[config.mk]
export PLATFORM = sky130hd
export DESIGN_NAME = prog_fetch_seq
export DESIGN_NICKNAME = d
export VERILOG_FILES = /design/src/rtl/prog_fetch_seq.sv
export SDC_FILE = /design/constraint.sdc
export NUM_CORES = 1
export LEC_CHECK = 0
export ABC_AREA = 1
export CORE_MARGIN = 5
export CORE_UTILIZATION = 30
export DETAILED_ROUTE_END_ITERATION = 8
export SLEW_MARGIN = 15
export SYNTH_ARGS = -nofsm -noshare
export SYNTH_HDL_FRONTEND = slang
export SYNTH_SLANG_ARGS = --single-unit
[constraint.sdc]
create_clock -name clk -period 2.5 [get_ports clk]
set_input_delay 0.5 -clock clk [delete_from_list [all_inputs] [get_ports clk]]
set_output_delay 0.5 -clock clk [all_outputs]
set_load 0.02 [all_outputs]
[src/rtl/prog_fetch_seq.sv]
// Fetch/issue sequencer: owns the PC, registers {tag, instr} from program memory, issues to execute.
// Build option: define PROG_FETCH_WRAP_EN to wrap the PC to 0 past the last program word instead of halting.
module prog_fetch_seq #(
    parameter int ADDR_W   = 4,
    parameter int INSTR_W  = 42,
    parameter int PROG_LEN = 7,
    parameter int RESET_PC = 0
) (
    input  logic                      clk,
    input  logic                      rst,
    input  logic                      start,
    input  logic                      stop,
    output logic [ADDR_W-1:0]         pc_addr,
    input  logic [ADDR_W+INSTR_W-1:0] mem_line,
    output logic [INSTR_W-1:0]        instr,
    output logic [ADDR_W-1:0]         instr_pc,
    output logic                      instr_valid,
    input  logic                      instr_ready,
    input  logic                      jump_req,
    input  logic [ADDR_W-1:0]         jump_addr,
    output logic                      halted,
    output logic                      fault
);

    typedef enum logic [2:0] {
        S_IDLE,
        S_FETCH,
        S_ISSUE,
        S_HALT,
        S_FAULT
    } state_t;

    localparam logic [ADDR_W:0]   LEN    = (ADDR_W+1)'(PROG_LEN);
    localparam logic [ADDR_W-1:0] RST_PC = ADDR_W'(RESET_PC);

    state_t               state, state_d;
    logic [ADDR_W-1:0]    pc_d, instr_pc_d, seq_pc, line_tag;
    logic [INSTR_W-1:0]   instr_d;
    logic                 valid_d, halted_d, fault_d;

    assign line_tag = mem_line[ADDR_W+INSTR_W-1 -: ADDR_W];
    assign seq_pc   = pc_addr + ADDR_W'(1);

    always_ff @(posedge clk or negedge rst) begin
        if (!rst) begin
            state       <= S_IDLE;
            pc_addr     <= RST_PC;
            instr       <= '0;
            instr_pc    <= '0;
            instr_valid <= 1'b0;
            halted      <= 1'b0;
            fault       <= 1'b0;
        end else begin
            state       <= state_d;
            pc_addr     <= pc_d;
            instr       <= instr_d;
            instr_pc    <= instr_pc_d;
            instr_valid <= valid_d;
            halted      <= halted_d;
            fault       <= fault_d;
        end
    end

    always_comb begin
        state_d    = state;
        pc_d       = pc_addr;
        instr_d    = instr;
        instr_pc_d = instr_pc;
        valid_d    = instr_valid;
        halted_d   = halted;
        fault_d    = fault;
        case (state)
            S_IDLE: begin
                if (start && !stop) state_d = S_FETCH;
            end
            S_FETCH: begin
                if (stop) begin
                    state_d = S_IDLE;
                end else begin
                    instr_d    = mem_line[INSTR_W-1:0];
                    instr_pc_d = pc_addr;
                    if (line_tag != pc_addr) begin
                        state_d = S_FAULT;
                        fault_d = 1'b1;
                    end else begin
                        state_d = S_ISSUE;
                        valid_d = 1'b1;
                    end
                end
            end
            S_ISSUE: begin
                // stop outranks a same-cycle handshake so the pending instr is refetched on resume
                if (stop) begin
                    state_d = S_IDLE;
                    valid_d = 1'b0;
                end else if (instr_ready) begin
                    valid_d = 1'b0;
                    if (jump_req) begin
                        if ({1'b0, jump_addr} >= LEN) begin
                            state_d = S_FAULT;
                            fault_d = 1'b1;
                        end else begin
                            pc_d    = jump_addr;
                            state_d = S_FETCH;
                        end
                    end else if ({1'b0, seq_pc} >= LEN) begin
`ifdef PROG_FETCH_WRAP_EN
                        pc_d     = '0;
                        state_d  = S_FETCH;
`else
                        state_d  = S_HALT;
                        halted_d = 1'b1;
`endif
                    end else begin
                        pc_d    = seq_pc;
                        state_d = S_FETCH;
                    end
                end
            end
            S_HALT, S_FAULT: begin
                valid_d = 1'b0;
                if (start && !stop) begin
                    pc_d     = RST_PC;
                    halted_d = 1'b0;
                    fault_d  = 1'b0;
                    state_d  = S_FETCH;
                end
            end
            default: state_d = S_IDLE;
        endcase
    end

endmodule

After elaboration in Yosys (flattened, before gate mapping)
Cells that the tools add are included.

Equal/unequal tests: 19. $lt $le $gt $ge: 2. Reductions and logical operators: 13. Multiplexer cells: 34. Bitwise operators: 1. Add/sub/neg operators: 1.

Operators with widths (count): 2-to-1 mux 4 bit (6); 2-to-1 mux 3 bit (7); != test 2 bit, second input constant (10); 2-to-1 mux 1 bit (15); AND reduction 6 bit (2); != test 3 bit, second input constant (3); one-hot mux 3 bit (3 select lines) (1); greater-or-equal comparator 4 x 3 -> 1 bit, second input constant (2); one-hot mux 4 bit (2 select lines) (1); AND reduction 8 bit (1); == test 3 x 2 -> 1 bit, second input constant (2); one-hot mux 1 bit (3 select lines) (2); adder 4 x 1 -> 4 bit, second input constant (1); != test 4 bit (1); AND reduction 2 bit (2); AND reduction 4 bit (1); == test 3 x 1 -> 1 bit, second input constant (1); == test 3 bit, second input constant (1); logical NOT 3 bit (1); nonzero test 3 bit (1); OR reduction 3 bit (1); 2-to-1 mux 2 bit (1); != test 2 x 1 -> 1 bit, second input constant (1); one-hot mux 1 bit (2 select lines) (1); 5 further kinds (5).

Output and inout bits: 53. Register bits: 56. Bits of input ports: 56. Logic and storage cells: 77.

Logic depth before layout (Yosys ltp)
Depth in word-level cells: 7. Mapped depth: 9. Mapped depth without buffers: 9.

Worst setup path before layout
No wires, ideal clock.

Path kind: register to register. From: reg pc_addr[0]. To: reg pc_addr[1]. Setup time: 118 ps. Clock period less this slack: 1482 ps. Path slack: 1018 ps. Data required time: 2382 ps. Arrival time: 1364 ps. Path buffers: 0. Stages on the path, launching flop included: 9. Cell sequence: dfrtp_1 > ha_1 > xor2_1 > nand3_1 > nand2_1 > nand2_1 > nand2_1 > nand2_1 > nand2_1.

Cells in the longest elaborated chain, start to end: 6. Elaborated cells between the ends (all ways): 9. Classes of those cells: add/sub: 1; order compare: 1; eq/ne: 1; mux: 5; reduce/logical: 1.

RTL lines: start, declared (RTL line 13) `output logic [ADDR_W-1:0] pc_addr,`; start signal, assigned (RTL line 55) `pc_addr <= pc_d;`; adder 4 x 1 -> 4 bit * (RTL line 42) `assign seq_pc = pc_addr + ADDR_W'(1);`; branches (longest 5 deep; another with greater-or-equal comparator 4 x 3 -> 1 bit).

Every way passes the cells marked *. The select of a mux whose other input is x is not followed. A chain may end at the register's enable or synchronous reset.

Worst setup path in the final report
From: reg pc_addr[1]. To: out pc_addr[1].

No word-level cell between the ends.

==> summary.md <==
| Metric | Value |
|---|---|
| Number of antenna violations at the first check in global routing | `0` |
| Number of enable flip-flop cells after synthesis | `0` |
| 1st-iter DRT viols | `57` |
| Period utilization | `just under 80%` |
| Yosys warning total | `0` |
| Std cell rows | `34` |
| Sinks on Clock Net | `56` |
| Peak ir drop on the vdd network | `0.3424 mV` |
| Layout net count | `between 400 and 500` |
| Number of max-slew violations in the final report | `0` |
| RSZ-0062 raised after global routing | `no` |
| Total global routing track utilization | `a little under an eighth` |
| Area fraction in and, or, nand and nor cells after synthesis | `between 10% and 20%` |
| First-pass GRT wire length | `about 10 mm` |
| Async set-or-reset flop fraction in the synthesized netlist | `100.0%` |
| Height of the chip | `104.6 µm` |
| Via density per instance | `about 4.4` |
| Share of cell area taken by muxes after synthesis | `23.50%` |
| Antenna-violating nets left | `0` |
| Crit. path cell count | `1` |
| Final antenna diode count | `0` |
| Resized cells post-CTS | `0` |
| Largest stage delay on the critical path | `between 600 and 700 ps` |
| Post-synthesis cell area | `around 2700 µm²` |
| Sequential fraction of the synthesis area | `a little over half` |
| Area of the placeable core | `about 8700 µm²` |
| Number of global-route vias before repair | `between 1,500 and 2,000` |
| Count of buffers inserted at the top-level ports | `108` |
| Number of top-level pins | `around 110` |
| Fraction of layout cells with a size suffix above 1 | `17.14%` |
| Detailed-route DRC error count | `0` |
| Floorplan die area | `about 11,000 µm²` |
| Arrival time at the worst endpoint | `roughly 1500 ps` |
| Rel. slew slack | `63.51%` |
| Register clock-pin slew on the reported worst setup and hold paths | `~100 ps` |
| Critical path buffers and inverters | `1` |
| Total number of vias | `~2,000` |
| Min-Delay Path Class | `in -> async` |
| Area growth from synthesis to layout | `47.69%` |
| Final number of hold-violating endpoints | `0` |
| Hold buffers post-CTS | `0` |
| Sort of element at the start of the critical path | `register` |
| Number of standard cells in the final layout excluding fillers | `around 460` |
| Time the final worst path needs with I/O delays and setup | `1980 ps` |
| Post-Syn Nets | `297` |
| Avg Inst Size Synth | `around 11 µm²` |
| Router iterations before antenna repair | `4` |
| Effective utilization at floorplan | `between 30% and 40%` |
| Number of flip-flops and latches in the synthesized netlist | `56` |
| CTS tree | `done` |
| Horizontal extent of the die | `104.6 µm` |
| Final WL | `between 6 and 7 mm` |
| Kind of cell adding the most delay to the critical path | `buffers and inverters` |
| Cells traversed along the worst timing path | `clkdlybuf4s50_1` |
| Tightest Pin Transition | `roughly 550 ps` |
| Post-CTS Repair Setup Buffers | `0` |
| Data required time at the worst endpoint | `2000 ps` |
| Cell Count Post-Placement | `450` |
| Clock latency at the later pin of the worst-skew pair | `around 300 ps` |
| Buffer cell driving the clock tree root | `sky130_fd_sc_hd__clkbuf_8` |
| Global-route congestion overflow total | `0` |
| Leakage Power | `around 1.9 nW` |
| Number of distinct library cells after synthesis | `19` |
| Yosys top cell by area | `sky130_fd_sc_hd__dfrtp_1` |
| CTS Buf Count | `5` |
| Compound-gate portion of the synthesized area | `approximately 2.8%` |
| CP Class | `reg -> out` |
| Top cell type's share of synthesized area | `52.21%` |
| Combinational family with the most area after synthesis | `multiplexers` |
| Setup TNS | `0 ps` |
| Fillers | `about 800` |
| Final setup violation count | `0` |
| Half-perimeter wire length after placement | `roughly 4.8 mm` |
| Maximum root-to-sink buffer count | `2` |
| Leading register cell type out of synthesis | `sky130_fd_sc_hd__dfrtp_1` |
| Gate count after technology mapping | `between 200 and 250` |
| RD Place Congestion | `between 0.8 and 0.9` |
| Max Cap Viol | `0` |
| Reg2reg path depth | `5` |
| Fraction of the mapped netlist area in adder cells | `less than 1%` |
| Average detailed-routed wire length per instance | `~14 µm` |
| Sort of element at the end of the critical path | `output port` |
| Total power of the final layout | `5.006 mW` |
| PwrDens | `1263 nW/µm²` |
| Largest net degree at the start of global routing | `between 50 and 60` |
| Status | `finished, final reports clean` |
| Dominant cells by area after synthesis | `sky130_fd_sc_hd__dfrtp_1 (52%), sky130_fd_sc_hd__mux2_4 (23%), sky130_fd_sc_hd__nand2_1 (8.4%)` |
| Achievable Freq | `505.1 MHz` |
| Crit-path max FO | `8` |
| Cell with the largest stage delay on the worst path | `sky130_fd_sc_hd__clkdlybuf4s50_1` |
| Skew final | `5.026 ps` |
| Total number of H-tree levels | `2` |
| Parity-gate share of the synthesized area counting xor and xnor cells | `less than 1%` |
Yosys cell counts, types with 3 or more instances:
cell type,n
sky130_fd_sc_hd__inv_2,3
sky130_fd_sc_hd__inv_1,14
sky130_fd_sc_hd__o21ai_0,10
sky130_fd_sc_hd__nor2_1,17
sky130_fd_sc_hd__buf_6,4
sky130_fd_sc_hd__mux2_4,42
sky130_fd_sc_hd__dfrtp_1,56
sky130_fd_sc_hd__nand2_1,60
sky130_fd_sc_hd__nand3_1,16
sky130_fd_sc_hd__a21oi_1,3
layout make-up:
class,instances,area (µm²),share of cell area (%)
sequential,56,1401,35.35
inverter,17,63.81,1.610
timing repair buffer,110,1116,28.16
clock buffer,5,68.82,1.736
clock inverter,3,22.52,0.5682
multi-input combinational,159,1156,29.17
tap,108,135.1,3.409
metal layers:
| metal | up-vias | track usage (%) | wire [µm] |
|---|---|---|---|
| met1 | 940 | 14.68 | 2861 |
| li1 | 1000 | - | - |
| met4 | 0 | 3.562 | 72 |
| met3 | 4 | 2.959 | 362 |
| met5 | - | 0 | 0 |
| met2 | 63 | 18.55 | 2979 |
final timing paths:
path | startpoint | to | slack, ps
min reg2reg | instr_pc[0] | instr_pc[0] | 490
max | pc_addr[1] | pc_addr[1] | 520
max in group asynchronous | rst | instr[35] | 1760
max reg2reg | state[0] | instr[31] | 900
min | rst | instr[8] | 170
min in group clk | instr_pc[0] | instr_pc[0] | 490
registers in the layout (all words and copies together) (netlist names):
signal	cells
instr	42
instr_pc	4
pc_addr	4
state	3
fault	1
halted	1
instr_valid	1
through the flow:
| step | hold WS [ps] | utilization, % | cell area (µm²) | setup WS (ps) |
|---|---|---|---|---|
| floorplan | 204.4 | - | 2684 | 1018 |
| global placement | 464.2 | 44.40 | 3872 | 474.1 |
| detailed placement | 473.4 | 44.40 | 3872 | 448.6 |
| CTS | 184.4 | 45.45 | 3964 | 507.3 |
| global route | 205.7 | 45.45 | 3964 | 457.7 |
| finish | 167.9 | 45.45 | 3964 | 520.1 |
placed cells by master (no fill, tap or decap):
cell type / count
sky130_fd_sc_hd__buf_2: 1
sky130_fd_sc_hd__nor2_1: 17
sky130_fd_sc_hd__xor2_1: 1
sky130_fd_sc_hd__o21ai_1: 2
sky130_fd_sc_hd__ha_1: 2
sky130_fd_sc_hd__nand2_2: 1
sky130_fd_sc_hd__nor3_4: 1
sky130_fd_sc_hd__o21ai_0: 10
sky130_fd_sc_hd__clkdlybuf4s50_1: 107
sky130_fd_sc_hd__inv_6: 1
sky130_fd_sc_hd__clkinv_2: 1
sky130_fd_sc_hd__nand3_1: 16
sky130_fd_sc_hd__clkinv_4: 1
sky130_fd_sc_hd__nor2_2: 2
sky130_fd_sc_hd__dfrtp_1: 56
sky130_fd_sc_hd__inv_2: 3
sky130_fd_sc_hd__a21oi_1: 3
sky130_fd_sc_hd__nand4_1: 2
sky130_fd_sc_hd__nand2_1: 60
sky130_fd_sc_hd__inv_1: 14
sky130_fd_sc_hd__mux2_4: 42
sky130_fd_sc_hd__clkbuf_8: 5
sky130_fd_sc_hd__buf_12: 2
power breakdown:
| group | switching (mW) | internal, mW | total (mW) |
|---|---|---|---|
| clock | 0.295 | 0.202 | 0.497 |
| combinational | 1.28 | 1.56 | 2.84 |
| sequential | 0.313 | 1.35 | 1.67 |
| total | 1.89 | 3.12 | 5.01 |
logic make-up (layout without fill, tap and decap cells):
family / after synthesis / after routing
multiplexers: 42 / 42
AO/OA/AOI/OAI: 15 / 15
flip-flops: 56 / 56
XOR/XNOR: 1 / 1
AND/OR/NAND/NOR: 99 / 99
adder cells (fa/ha/maj): 2 / 2
buffers and inverters: 24 / 135
Power figures use the tool's default switching activity.
